<file path="src/rtl/amx_core2.sv">
// Streaming multiply-accumulate (dot-product) engine. Operands arrive as a0,b0,a1,b1,...
// The result is emitted either wrapped or saturated to OUT_W bits.
module amx_core2 #(
  parameter int IN_W  = 4,
  parameter int DEPTH = 4,
  parameter int OUT_W = 8
) (
  input  logic             clk,
  input  logic             rst_n,
  input  logic             start,
  input  logic             sat,
  input  logic             valid_in,
  input  logic [IN_W-1:0]  data_in,
  output logic [OUT_W-1:0] data_out,
  output logic             done,
  output logic             busy
);

  localparam int CNT_W = $clog2(DEPTH);
  localparam int ACC_W = 2*IN_W + CNT_W;
  localparam int CMP_W = (ACC_W > OUT_W) ? ACC_W : OUT_W;

  localparam logic [1:0] IDLE   = 2'd0;
  localparam logic [1:0] LOAD_A = 2'd1;
  localparam logic [1:0] LOAD_B = 2'd2;
  localparam logic [1:0] RESULT = 2'd3;

  localparam logic [CMP_W-1:0] OUT_MAX = CMP_W'({OUT_W{1'b1}});

  logic [1:0]        state;
  logic [IN_W-1:0]   a_reg;
  logic [ACC_W-1:0]  acc;
  logic [CNT_W-1:0]  cnt;
  logic              sat_reg;
  logic [2*IN_W-1:0] product;
  logic [CMP_W-1:0]  acc_ext;
  logic [OUT_W-1:0]  result;

  // Comparing at the wider of ACC_W/OUT_W means saturation can never fire when acc fits.
  always_comb begin
    product = (2*IN_W)'(a_reg) * (2*IN_W)'(data_in);
    acc_ext = CMP_W'(acc);
    if (sat_reg && (acc_ext > OUT_MAX))
      result = OUT_MAX[OUT_W-1:0];
    else
      result = acc_ext[OUT_W-1:0];
  end

  assign busy = (state != IDLE);

  always_ff @(posedge clk or negedge rst_n) begin
    if (!rst_n) begin
      state    <= IDLE;
      a_reg    <= '0;
      acc      <= '0;
      cnt      <= '0;
      sat_reg  <= 1'b0;
      data_out <= '0;
      done     <= 1'b0;
    end else begin
      done <= 1'b0;
      case (state)
        LOAD_A: begin
          if (!start && valid_in) begin
            a_reg <= data_in;
            state <= LOAD_B;
          end
        end
        LOAD_B: begin
          if (!start && valid_in) begin
            acc <= acc + ACC_W'(product);
            if (cnt == CNT_W'(DEPTH-1)) begin
              state <= RESULT;
            end else begin
              cnt   <= cnt + CNT_W'(1);
              state <= LOAD_A;
            end
          end
        end
        RESULT: begin
          data_out <= result;
          done     <= 1'b1;
          state    <= IDLE;
        end
        default: state <= IDLE;
      endcase
      // start wins over everything above except a result commit already in flight
      if (start) begin
        acc     <= '0;
        cnt     <= '0;
        sat_reg <= sat;
        state   <= LOAD_A;
      end
    end
  end

endmodule

</file>
<file path="config.mk">
export PLATFORM = sky130hd
export DESIGN_NAME = amx_core2
export DESIGN_NICKNAME = d
export VERILOG_FILES = /design/src/rtl/amx_core2.sv
export SDC_FILE = /design/constraint.sdc
export NUM_CORES = 1
export LEC_CHECK = 0
export ABC_AREA = 1
export ABC_CLOCK_PERIOD_IN_PS = 7500
export BUFFER_PORTS_ARGS = -buffer_cell sky130_fd_sc_hd__clkbuf_2
export CAP_MARGIN = 25
export CORE_ASPECT_RATIO = 1.4
export CORE_MARGIN = 8
export CORE_UTILIZATION = 61
export DETAILED_ROUTE_END_ITERATION = 10
export MAX_ROUTING_LAYER = met4
export PLACE_DENSITY = 0.79
export SETUP_SLACK_MARGIN = 0.05
export SLEW_MARGIN = 20
export SYNTH_ARGS = -nofsm -noshare
export SYNTH_HDL_FRONTEND = slang
export SYNTH_SLANG_ARGS = --single-unit
</file>
<file path="constraint.sdc">
create_clock -name clk -period 7.5 [get_ports clk]
set_input_delay 0.75 -clock clk [delete_from_list [all_inputs] [get_ports clk]]
set_output_delay 0.75 -clock clk [all_outputs]
set_load 0.005 [all_outputs]
</file>
After elaboration in Yosys (flattened, before gate mapping)
Cells that the tools add are included.
{"block": "op_classes", "n_mux": 14, "n_lt_le_gt_ge": 1, "multipliers": 1, "n_eq_ne": 7, "reduce_logical": 10, "add_sub_neg": 2}
{"operator": "10-bit two-way mux", "n": 3}
{"operator": "2-bit two-way mux", "n": 8}
{"operator": "10-bit by 8-bit adder with 10-bit output", "n": 1}
{"operator": "10-bit by 8-bit > comparator with 1-bit output (second input constant)", "n": 1}
{"operator": "4-bit by 4-bit multiplier with 8-bit output", "n": 1}
{"operator": "8-bit two-way mux", "n": 1}
{"operator": "2-bit == test (second input constant)", "n": 3}
{"operator": "3-bit != test (second input constant)", "n": 2}
{"operator": "2-bit AND reduction", "n": 3}
{"operator": "2-bit nonzero test", "n": 3}
{"operator": "2-bit case mux with 2 select lines", "n": 1}
{"operator": "3-bit AND reduction", "n": 1}
{"operator": "2-bit by 1-bit adder with 2-bit output (second input constant)", "n": 1}
{"operator": "2-bit by 1-bit == test with 1-bit output (second input constant)", "n": 1}
{"operator": "1-bit logical AND", "n": 2}
{"operator": "2-bit != test (second input constant)", "n": 1}
{"operator": "1-bit zero test", "n": 1}
{"operator": "1-bit two-way mux", "n": 1}
{"block": "word_totals", "input_bits": 9, "out_inout_bits": 10, "word_cells": 42, "register_bits": 28}

Depth between registers and ports, before layout
Gate-level depths: netlist (run 1).
{"block": "logic_depth", "ltp_word": 5, "mapped_depth": 15, "depth_no_buf": 15}

Worst setup path before layout (run 1)
OpenSTA, ideal clock, no wires.
{"block": "synth_path", "path_kind": "input port to flip-flop", "startpoint": "input port data_in[3]", "endpoint": "register acc[8]", "setup_ns": 0.117, "arrival_ns": 3.194, "path_slack_ns": 4.189, "path_stages": 12, "cell_sequence": "nand2_1 fa_1 fa_1 fa_1 inv_1 ha_1 a21oi_1 nand2_1 nand2_1 nand3_1 nand3_1 nand2_1"}
{"block": "synth_between", "elab_chain_cells": 5}
{"item": "start, declared", "line": "13", "text": "input logic [IN_W-1:0] data_in,"}
{"item": "4-bit by 4-bit multiplier with 8-bit output", "line": "41", "text": "product = (2*IN_W)'(a_reg) * (2*IN_W)'(data_in);"}
{"item": "10-bit by 8-bit adder with 10-bit output", "line": "71", "text": "acc <= acc + ACC_W'(product);"}
{"item": "10-bit two-way mux", "line": "70", "text": "if (!start && valid_in) begin"}
{"item": "10-bit two-way mux", "line": "62", "text": "case (state)"}
{"item": "10-bit two-way mux", "line": "88", "text": "if (start) begin"}
{"item": "end signal, assigned", "line": "71"}
{"item": "end, declared", "line": "32", "text": "logic [ACC_W-1:0] acc;"}
No other way between the ends. The select of a mux whose other input is x is not followed.
A chain may end at the register's enable or synchronous reset.

Worst setup path in the final report (run 1)
Ends and elaborated chain as after synthesis.

==> summary.txt, run 1 <==
STA
  – # setup viols final: 0
  – RSZ-0062 raised after global routing: no
  – Fin crit share: 44.34%
  – Min Clock Period, post-route: 3.325 ns
  – Setup_tns: 0 ns
  – Actual slew at the worst max-slew pin: 0.7217 ns
  – Fmax: 0.3007 GHz
  – Worst clock skew: 0.004843 ns
  – Final Hold Viols: 0
  – Worst hold slack: 0.4845 ns
  – Final Max Slew Viols: 0
  – Slew HR: 51.88%

CTS
  – Post-CTS Setup Inserts: 0
  – Clock tree sinks: 28
  – CTS tree: done
  – H-tree levels: 1
  – Post-CTS Hold Buffers: 0
  – Clock latency on the worst-skew pair: 0.28 ns
  – Clk slew on worst S/H paths: 0.10 ns
  – CTS root buf: clkbuf_8
  – Resized cells post-CTS: 0
  – Clock tree buffer depth: 2
  – CTS Buf Count: 3

Power and ir drop
  – Clk pwr share: 24.9%
  – VDD IR-drop max: 0.1421 mV
  – Sw Share: 34.31%
  – Switching power: 0.1668 mW
  – LEAKAGE: 1.279 nW
  – Cell internal pwr: 0.3194 mW
  – Seq pwr share: 38.7%
  – Pwr per Cell Area: 224.5 nW/um^2
  – Gate power share: 36.4%

Synthesis
  – Synthesis-stage register bit count: 28
  – Seq/Total Area, Yosys: 35.67%
  – Synth unique cells: 28
  – Mapped Cells: 235
  – Syn. warnings: 0
  – Syn_area_per_cell: 8.359 um^2
  – Mapped Nets: 276
  – Post-Syn Area: 1964 um^2

Place
  – Placed insts: 290
  – DP HPWL: 3088 um
  – # port buffers: 18
  – RD Place Congestion: 0.9139

GRT
  – Initial antenna violation count: 0
  – Remaining global-route overflow: 0
  – Vias in the first global route: 1591
  – GRT Util Overall: 15.71%
  – First-pass GRT wire length: 6755 um
  – Largest net degree at the start of global routing: 29

Outcome
  – Status: completed

Routing
  – Pre-Repair DR Iteration Count: 4
  – Starting DRT DRC Count: 93
  – Final ANT Viol Nets: 0
  – # DRC: 0
  – Total vias in the final route: 1520
  – WL final: 4014 um
  – Post-DR wirelength/cell: 13.65 um
  – Vias/cell: 5.170

Run
  – Max cap viols: 0

Floorplanning
  – Die ar.: 5318 um^2
  – Initial Utilization: 63.51%
  – Core ar.: 3093 um^2
  – Die Y: 83.15 um
  – Ports: 19
  – Width of the die: 63.96 um
  – Rows: 24

Worst setup path
  – WS Path Type: input pin to flop
  – Worst path most repeated cell: nand2_1
  – Slowest stage delay, CP: 0.52 ns
  – CP startpoint kind: input pin
  – Crit end category: flop
  – Crit path max fanout: 5
  – CP max stage cell: fa_1
  – WP data arrival: 3.51 ns
  – Critical Path RT: 7.68 ns
  – Crit-path leading delay family: adder cells
  – Critical Path, Cell by Cell: clkbuf_2 -> nand2_1 -> fa_1 -> fa_1 -> fa_1 -> inv_1 -> ha_1 -> a21oi_1 -> nand2_1 -> nand2_1 -> nand3_1 -> nand3_1 -> nand2_1
  – Worst path bufs/invs: 2

Final layout
  – Syn-to-layout area delta: 10.25%
  – Nets: 297
  – FILL cells: 254
  – Non-filler cells, final: 294
  – Final Util: 70.02%
  – Max reg flops: 10
  – Share of cells above drive strength 1: 12.94%
  – N_diodes: 0

Worst hold path
  – Min-Delay Path Class: flop to flop
## metal layers
metal  global-route usage (%)  vias up  share of wire (%)
met3                    1.478       12                1.6
met1                    16.33      723                 42
met4                    6.517        0                2.6
li1                         -      767                  -
met2                    28.87       18                 54
met5                        -        -                  0
## kinds of logic (layout without fill, tap and decap cells)
logic type / count (synthesis) / in the layout / synth area share [%]
xor gates and xnor gates: 2 / 2 / 0.8919
DFF: 28 / 28 / 35.67
AOI/OAI and AO/OA: 27 / 27 / 8.090
buffers and inverters: 55 / 75 / 10.57
adders and majority gates: 32 / 32 / 23.82
muxes: 4 / 4 / 2.293
and+or+nand+nor: 87 / 87 / 18.66
## synthesized netlist by cell type (all sizes together)
master	count	share of area, %
nand2	58	11
inv	53	10
dfrtp	28	36
ha	23	15
nor2	16	3.4
o21ai	11	3.0
fa	9	9.2
nand3	9	2.5
a31oi	8	2.5
a21oi	5	1.5
mux2	4	2.3
nand3b	2	0.76
a211oi	1	0.38
buf	1	0.25
clkbuf	1	0.19
nor3	1	0.25
o22ai	1	0.32
o31ai	1	0.38
or2	1	0.32
xnor2	1	0.45
xor2	1	0.45
## worst min-delay path, stage by stage (launching register included)
cell and delay, ns:
dfrtp_1 0.35, nand2_1 0.05, nand2_1 0.05
## metrics by stage
| step | total power, mW | setup slack [ns] | area [um^2] |
|---|---|---|---|
| floorplan | 0.3137 | 4.189 | 1964 |
| global placement | 0.3579 | 3.966 | 2095 |
| detailed placement | 0.3659 | 3.911 | 2095 |
| CTS | 0.4902 | 4.182 | 2166 |
| global route | 0.5224 | 3.945 | 2166 |
| finish | 0.4862 | 4.175 | 2166 |
## placed cells by master (no fill, tap or decap), types with 8 or more instances in the layout
cell type  instances
inv_1             52
o21ai_0            8
nand2_1           56
a31oi_1            8
dfrtp_1           28
fa_1               9
nand3_1            8
clkbuf_2          18
nor2_1            15
ha_1              23
## power by group through the flow
stage,sequential (mW),clock [mW],combinational [mW]
after detailed placement,0.191,0,0.175
final,0.188,0.121,0.177
after global placement,0.191,0,0.167
after CTS,0.188,0.122,0.180
after global routing,0.191,0.126,0.205
after floorplan,0.190,0,0.124
## area by class of cell
cell class | count | area [um^2] | share of cell area, %
Multi-Input combinational cell | 152 | 1056 | 48.76
Sequential cell | 28 | 700.7 | 32.35
Inverter | 53 | 198.9 | 9.185
Timing Repair Buffer | 18 | 90.09 | 4.159
Tap cell | 39 | 48.80 | 2.253
Clock buffer | 3 | 41.29 | 1.906
Clock inverter | 1 | 30.03 | 1.386
## final timing paths
path | startpoint | to | slack, ns | cells past startpoint
max | data_in[3] | acc[8] | 4.17 | 13
min | sat_reg | sat_reg | 0.48 | 2
max reg2reg | a_reg[0] | acc[8] | 4.35 | 12
min reg2reg | sat_reg | sat_reg | 0.48 | 2
max in group asynchronous | rst_n | data_out[0] | 6.54 | 1
min in group asynchronous | rst_n | cnt[0] | 0.51 | 1
Note: power is estimated with default switching activity, not from simulation.
==> run 2: changes to the inputs <==
--- a/config.mk
+++ b/config.mk
@@ -5,16 +5,16 @@
 export SDC_FILE = /design/constraint.sdc
 export NUM_CORES = 1
 export LEC_CHECK = 0
-export ABC_AREA = 1
-export ABC_CLOCK_PERIOD_IN_PS = 7500
+export ABC_AREA = 0
+export ABC_CLOCK_PERIOD_IN_PS = 3400
 export BUFFER_PORTS_ARGS = -buffer_cell sky130_fd_sc_hd__clkbuf_2
 export CAP_MARGIN = 25
 export CORE_ASPECT_RATIO = 1.4
 export CORE_MARGIN = 8
-export CORE_UTILIZATION = 61
+export CORE_UTILIZATION = 59
 export DETAILED_ROUTE_END_ITERATION = 10
 export MAX_ROUTING_LAYER = met4
-export PLACE_DENSITY = 0.79
+export PLACE_DENSITY = 0.77
 export SETUP_SLACK_MARGIN = 0.05
 export SLEW_MARGIN = 20
 export SYNTH_ARGS = -nofsm -noshare
==> constraint.sdc (replaced) <==
create_clock -name clk -period 3.4 [get_ports clk]
set_input_delay 0.34 -clock clk [delete_from_list [all_inputs] [get_ports clk]]
set_output_delay 0.34 -clock clk [all_outputs]
set_load 0.005 [all_outputs]
==> run 2 against run 1 <==
Compared with the run above: total power rose to 2.5 times the previous value; register-to-register slack got worse by 4.2 ns; critical endpoint is now acc[7]; combinational power rose to 2.9 times the previous value; largest power group is now combinational logic; critical path depth fell by 2; non-clock buffer count rose by 2; hold slack got worse by 0.40 ns; wire length rose by 2.8%; global-route usage rose by 0.55 points; sequential share of layout area fell by 0.64 points; sequential cell count did not move; critical path type is now flop to flop; core utilization rose by 0.73 points; clock skew rose by 0.0050 ns; largest cell class unchanged.
==> summary.txt, run 2 <==
Floorplanning
  – Initial Utilization: 62.22% (-1.3 points)
  – Ports: 19 (unchanged)
  – Die ar.: 5412 um^2 (+1.8%)
  – Width of the die: 64.50 um (+0.84%)
  – Die Y: 83.90 um (+0.91%)
  – Core ar.: 3123 um^2 (+0.97%)
  – Rows: 24 (unchanged)

Worst hold path
  – Min-Delay Path Class: input pin to asynchronous set/reset pin

Synthesis
  – Syn_area_per_cell: 9.965 um^2 (+19%)
  – Mapped Nets: 236 (-14%)
  – Synth top area cells: dfrtp_1 (36%), ha_1 (15%), fa_1 (9.3%)
  – Synth top area share: 36.06% (+0.39 points)
  – Synth unique cells: 38 (+36%)
  – Most instantiated cells after synthesis: dfrtp_1 (28), inv_1 (24), ha_1 (23), nand2_1 (18), and2_1 (13)
  – Most used DFF post-synth: dfrtp_1
  – Synthesis-stage register bit count: 28 (unchanged)
  – Ys async rst share: 100.0% (unchanged)
  – Post-Syn Area: 1943 um^2 (-1.1%)
  – EDFF count, synth: 0 (unchanged)
  – Seq/Total Area, Yosys: 36.06% (+0.39 points)
  – Syn. warnings: 0 (unchanged)
  – Largest area contributor in the netlist: dfrtp_1
  – Mapped Cells: 195 (-17%)
  – Most common cell in the synthesized netlist: dfrtp_1

Routing
  – Total vias in the final route: 1511 (-0.59%)
  – # DRC: 0 (unchanged)
  – WL final: 4127 um (+2.8%)
  – Final ANT Viol Nets: 0 (unchanged)
  – Vias/cell: 5.972 (+16%)
  – Pre-Repair DR Iteration Count: 4 (unchanged)
  – Post-DR wirelength/cell: 16.31 um (+19%)
  – Starting DRT DRC Count: 43 (-54%)

Final layout
  – Share of cells above drive strength 1: 19.63% (+6.7 points)
  – Max reg flops: 10 (unchanged)
  – FILL cells: 248 (-2.4%)
  – Syn-to-layout area delta: 13.72%
  – N_diodes: 0 (unchanged)
  – Final Util: 70.75% (+0.73 points)
  – Most frequent cells in the layout: dfrtp_1 (28), inv_1 (24), ha_1 (20), nand2_1 (18), clkbuf_2 (18)
  – Most common cell after layout, fill and taps aside: dfrtp_1
  – Nets: 256 (-14%)

Power and ir drop
  – Clk pwr share: 22.1% (-2.8 points)
  – Pwr per Cell Area: 551.1 nW/um^2 (+150%)
  – Switching power: 0.4147 mW (+150%)
  – LEAKAGE: 1.092 nW (-15%)
  – Sw Share: 34.05% (-0.25 points)
  – Gate power share: 42.8% (+6.4 points)
  – Cell internal pwr: 0.8030 mW (+150%)
  – VDD IR-drop max: 0.4467 mV (+210%)
  – Pwr Total: 1.218 mW (+150%)
  – Seq pwr share: 35.1% (-3.6 points)

GRT
  – Vias in the first global route: 1591 (unchanged)
  – GRT Util Overall: 16.27% (+0.55 points)
  – Remaining global-route overflow: 0 (unchanged)
  – Largest net degree at the start of global routing: 29 (unchanged)
  – First-pass GRT wire length: 7072 um (+4.7%)
  – Initial antenna violation count: 0 (unchanged)

Place
  – DP HPWL: 3014 um (-2.4%)
  – RD Place Congestion: 0.8834 (-3.3%)
  – # port buffers: 18 (unchanged)

STA
  – Final Hold Viols: 0 (unchanged)
  – Fmax: 0.3108 GHz
  – Min Clock Period, post-route: 3.217 ns
  – Worst hold slack: 0.08366 ns (-0.4009 ns)
  – Final Max Slew Viols: 0 (unchanged)
  – Setup_tns: 0 ns (unchanged)
  – Worst clock skew: 0.009865 ns (+0.005022 ns)
  – Slew HR: 53.30% (+1.4 points)
  – RSZ-0062 raised after global routing: no
  – Fin crit share: 94.63%
  – Actual slew at the worst max-slew pin: 0.7005 ns (-0.02122 ns)
  – # setup viols final: 0 (unchanged)

CTS
  – H-tree levels: 1 (unchanged)
  – Clk slew on worst S/H paths: 0.11 ns (about the same)
  – Clock latency on the worst-skew pair: 0.28 ns (about the same)
  – CTS Buf Count: 3 (unchanged)
  – CTS root buf: clkbuf_8
  – Post-CTS Hold Buffers: 0 (unchanged)
  – CTS tree: done
  – Clock tree buffer depth: 2 (unchanged)
  – Clock tree sinks: 28 (unchanged)

Worst setup path
  – Slowest stage delay, CP: 0.56 ns (+0.04 ns)
  – Critical Path, Cell by Cell: nand2_1 -> fa_1 -> fa_1 -> fa_1 -> inv_1 -> ha_4 -> a211oi_2 -> nor2_2 -> o21ai_2 -> or4_1 -> nand3_1
  – Critical Path RT: 3.63 ns (-4.05 ns)
  – Crit-path leading delay family: adder cells
  – Crit end category: flop
  – Crit path max fanout: 4 (-1)
  – Worst path bufs/invs: 1 (-1)
  – CP startpoint kind: flop
  – WS Path Type: flop to flop
  – Worst path most repeated cell: fa_1
  – WP data arrival: 3.44 ns (-0.07 ns)
  – CP max stage cell: fa_1

Run
  – Max cap viols: 0 (unchanged)

Outcome
  – Status: completed
[run 2: kinds of logic (layout without fill, tap and decap cells)]
kind of cell / count (synthesis) / in the layout / synth area share [%]
AND/OR/NAND/NOR: 51 / 51 / 13.33
AO/OA/AOI/OAI: 47 / 47 / 16.36
adder cells (fa/ha/maj): 32 / 32 / 24.08
buffers and inverters: 29 / 48 / 5.860
flip-flops: 28 / 28 / 36.06
multiplexers: 6 / 6 / 3.413
XOR/XNOR: 2 / 2 / 0.9016
[run 2: area by class of cell]
type	instances	area [um^2]	share of cell area, %
clock buffers	3	41.29	1.869
repair buffers	20	105.1	4.757
multi-input cells	138	1194	54.02
clock inverters	1	30.03	1.359
well taps	39	48.80	2.208
inverters	24	90.09	4.077
flip-flops and latches	28	700.7	31.71
[run 2: path summary, 6_finish.rpt]
path | start | to | slack, ns | cells after the start
max | a_reg[2] | acc[7] | 0.18 | 11
min | rst_n | acc[4] | 0.08 | 1
max reg2reg | a_reg[2] | acc[7] | 0.18 | 11
min reg2reg | data_out[0] | data_out[0] | 0.51 | 1
max in group asynchronous | rst_n | state[0] | 2.87 | 1
min in group clk | sat | sat_reg | 0.29 | 2
[run 2: timing repair]
action,in CTS,in global routing
gates resized for setup,1,11
setup buffers,0,1
setup endpoints to repair,2,5
pin swaps,0,5
[run 2: metrics by stage]
| step | std cells | setup slack [ns] | area [um^2] |
|---|---|---|---|
| 2_1_floorplan | 195 | 0.2109 | 1943 |
| 3_5_place_dp | 248 | 0.01026 | 2066 |
| 4_1_cts | 252 | 0.03010 | 2142 |
| 6_report | 253 | 0.1826 | 2210 |
| 3_3_place_gp | 248 | 0.07245 | 2066 |
| 5_1_grt | 253 | 0.03687 | 2210 |
[run 2: per-layer routing]
layer  wire length [um]  part of all wire (%)  track usage [%]
met4                 76                   1.8            5.976
met2               2328                    56            29.22
met5                  0                     0                -
met3                131                   3.2            2.285
met1               1592                    39            17.32
[run 2: power groups by stage]
stage,Combinational (mW),Clock [mW],Sequential [mW]
after floorplan,0.298,0,0.430
after global placement,0.418,0,0.430
after detailed placement,0.432,0,0.435
after CTS,0.443,0.271,0.428
after global routing,0.586,0.280,0.436
final,0.521,0.269,0.427
==> run 3: changes to the inputs <==
--- a/config.mk
+++ b/config.mk
@@ -13,6 +13,7 @@
 export CORE_MARGIN = 8
 export CORE_UTILIZATION = 59
 export DETAILED_ROUTE_END_ITERATION = 10
+export GPL_TIMING_DRIVEN = 0
 export MAX_ROUTING_LAYER = met4
 export PLACE_DENSITY = 0.77
 export SETUP_SLACK_MARGIN = 0.05
==> run 3 against run 2 <==
Compared with the run above: clock-buffer cell count stayed put; via count is 1.1% lower; combinational power is 1% lower; core utilization is 0.20 points higher; sequential share of layout area is 0.090 points lower; non-clock buffer count is 3 higher; maximum frequency hardly changed; sequential power hardly changed; register-to-register slack hardly changed.
==> summary.txt, run 3 (synthesized netlist as in run 2, its figures left out) <==
Outcome
  – Status: completed

Worst setup path
  – Critical Path RT: 3.62 ns (about the same)
  – CP startpoint kind: flop
  – CP max stage cell: fa_1
  – Crit end category: flop
  – Critical Path, Cell by Cell: nand2_2 -> fa_1 -> fa_1 -> fa_1 -> inv_2 -> ha_4 -> a211oi_2 -> nor2_2 -> o21ai_2 -> or4_1 -> nand3_1
  – Crit path max fanout: 5 (+1)
  – WP data arrival: 3.44 ns (about the same)
  – Slowest stage delay, CP: 0.55 ns (about the same)
  – WS Path Type: flop to flop
  – Flop-to-flop setup slack: 0.18 ns (about the same)
  – Worst path most repeated cell: fa_1

GRT
  – First-pass GRT wire length: 7245 um (+2.4%)
  – GRT Util Overall: 16.62% (+0.35 points)
  – Vias in the first global route: 1578 (-0.82%)
  – Remaining global-route overflow: 0 (unchanged)
  – Largest net degree at the start of global routing: 29 (unchanged)
  – Initial antenna violation count: 0 (unchanged)

Place
  – Placed insts: 251 (+1.2%)
  – Setup WS pre-CTS: -0.1107 ns (-0.1209 ns)
  – DP HPWL: 3150 um (+4.5%)
  – # port buffers: 17 (-1)
  – RD Place Congestion: 0.8683 (-1.7%)

CTS
  – CTS tree: done
  – Clock latency on the worst-skew pair: 0.28 ns (about the same)
  – CTS root buf: clkbuf_8
  – Clock tree sinks: 28 (unchanged)
  – H-tree levels: 1 (unchanged)
  – Clock tree buffer depth: 2 (unchanged)
  – CTS Buf Count: 3 (unchanged)
  – Post-CTS Hold Buffers: 0 (unchanged)
  – Clk slew on worst S/H paths: 0.11 ns (about the same)

STA
  – # setup viols final: 0 (unchanged)
  – Setup ws final: 0.1827 ns (+0.0001560 ns)
  – RSZ-0062 raised after global routing: yes
  – Fin crit share: 94.63% (about the same)
  – Fmax: 0.3108 GHz (about the same)
  – Worst clock skew: 0.008764 ns (-0.001100 ns)
  – Final Hold Viols: 0 (unchanged)
  – Actual slew at the worst max-slew pin: 0.7048 ns (+0.004289 ns)
  – Final Max Slew Viols: 0 (unchanged)
  – Slew HR: 53.01% (-0.29 points)
  – Min Clock Period, post-route: 3.217 ns (-0.0001560 ns)

Final layout
  – Non-filler cells, final: 256 (+1.2%)
  – Syn-to-layout area delta: 14.04%
  – FILL cells: 249 (+0.40%)
  – Nets: 259 (+1.2%)
  – Most frequent cells in the layout: dfrtp_1 (28), inv_1 (23), ha_1 (20), clkbuf_2 (17), nand2_1 (16)
  – Share of cells above drive strength 1: 19.35% (-0.27 points)
  – N_diodes: 0 (unchanged)
  – Most common cell after layout, fill and taps aside: dfrtp_1
  – Sequential cell area: 700.7 um^2 (unchanged)
  – Multi-input logic area: 1189 um^2 (-0.42%)
  – Max reg flops: 10 (unchanged)

Routing
  – Final ANT Viol Nets: 0 (unchanged)
  – # DRC: 0 (unchanged)
  – WL final: 4191 um (+1.6%)
  – Pre-Repair DR Iteration Count: 4 (unchanged)
  – Vias/cell: 5.836 (-2.3%)
  – Post-DR wirelength/cell: 16.37 um (+0.36%)
  – Total vias in the final route: 1494 (-1.1%)
  – Starting DRT DRC Count: 41 (-4.7%)

Worst hold path
  – Min-Delay Path Class: input pin to asynchronous set/reset pin

Floorplanning
  – Die Y: 83.90 um (unchanged)
  – Initial Utilization: 62.22% (unchanged)
  – Width of the die: 64.50 um (unchanged)
  – Core ar.: 3123 um^2 (unchanged)
  – Rows: 24 (unchanged)
  – Die ar.: 5412 um^2 (unchanged)
  – Ports: 19 (unchanged)

Power and ir drop
  – Pwr per Cell Area: 548.1 nW/um^2 (-0.54%)
  – LEAKAGE: 1.092 nW (about the same)
  – VDD IR-drop max: 0.4260 mV (-4.6%)

Run
  – Max cap viols: 0 (unchanged)
[run 3: path summary, 6_finish.rpt]
| kind | startpoint | to | cells after the start |
|---|---|---|---|
| setup / recovery | a_reg[2] | acc[7] | 11 |
| hold / removal | rst_n | acc[4] | 1 |
| setup reg to reg | a_reg[2] | acc[7] | 11 |
| hold reg to reg | data_out[7] | data_out[7] | 1 |
| max in group asynchronous | rst_n | state[1] | 1 |
| min in group clk | sat | sat_reg | 2 |
[run 3: repair_timing]
item	CTS	global route
setup buffers	0	1
setup endpoints to repair	3	5
pin swaps	0	9
resized for setup	4	7
[run 3: power breakdown]
part | internal, mW | leakage [nW] | total [mW] | switching, mW
Combinational | 0.256 | 0.696 | 0.516 | 0.260
Clock | 0.158 | 0.0357 | 0.270 | 0.113
Sequential | 0.388 | 0.359 | 0.428 | 0.0398
Total | 0.802 | 1.09 | 1.21 | 0.412
[run 3: through the flow]
step	power, mW	hold slack, ns	setup TNS, ns	cell area, um^2	utilization (%)
2_1_floorplan	0.7282	0.04441	0	1943	-
3_3_place_gp	0.8367	0.4114	-0.04316	2077	66.51
3_5_place_dp	0.8608	0.4180	-0.1585	2077	66.51
4_1_cts	1.157	0.1105	0	2171	69.51
5_1_grt	1.303	0.1524	0	2216	70.95
6_report	1.215	0.08696	0	2216	70.95
[run 3: critical path: cells and delay by family (launching register included)]
family / cells / cell delay, ns
AO/OA/AOI/OAI: 2 / 0.14
AND/OR/NAND/NOR: 4 / 0.72
flip-flops: 1 / 0.43
adder cells (fa/ha/maj): 4 / 1.81
buffers and inverters: 1 / 0.05
[run 3: routing by layer]
layer | share of wire, % | track usage, % | vias up
met1 | 39 | 18.00 | 751
met2 | 57 | 30.22 | 18
li1 | - | - | 717
met5 | 0 | - | -
met3 | 2.1 | 1.613 | 8
met4 | 1.7 | 5.578 | 0
[run 3: cell type report]
cell class	instances	area share, %
Inverter	24	4.065
Timing Repair Buffer	18	4.178
Clock inverter	1	1.355
Tap cell	39	2.202
Multi-Input combinational cell	138	53.64
Buffer	5	1.073
Sequential cell	28	31.62
Clock buffer	3	1.863
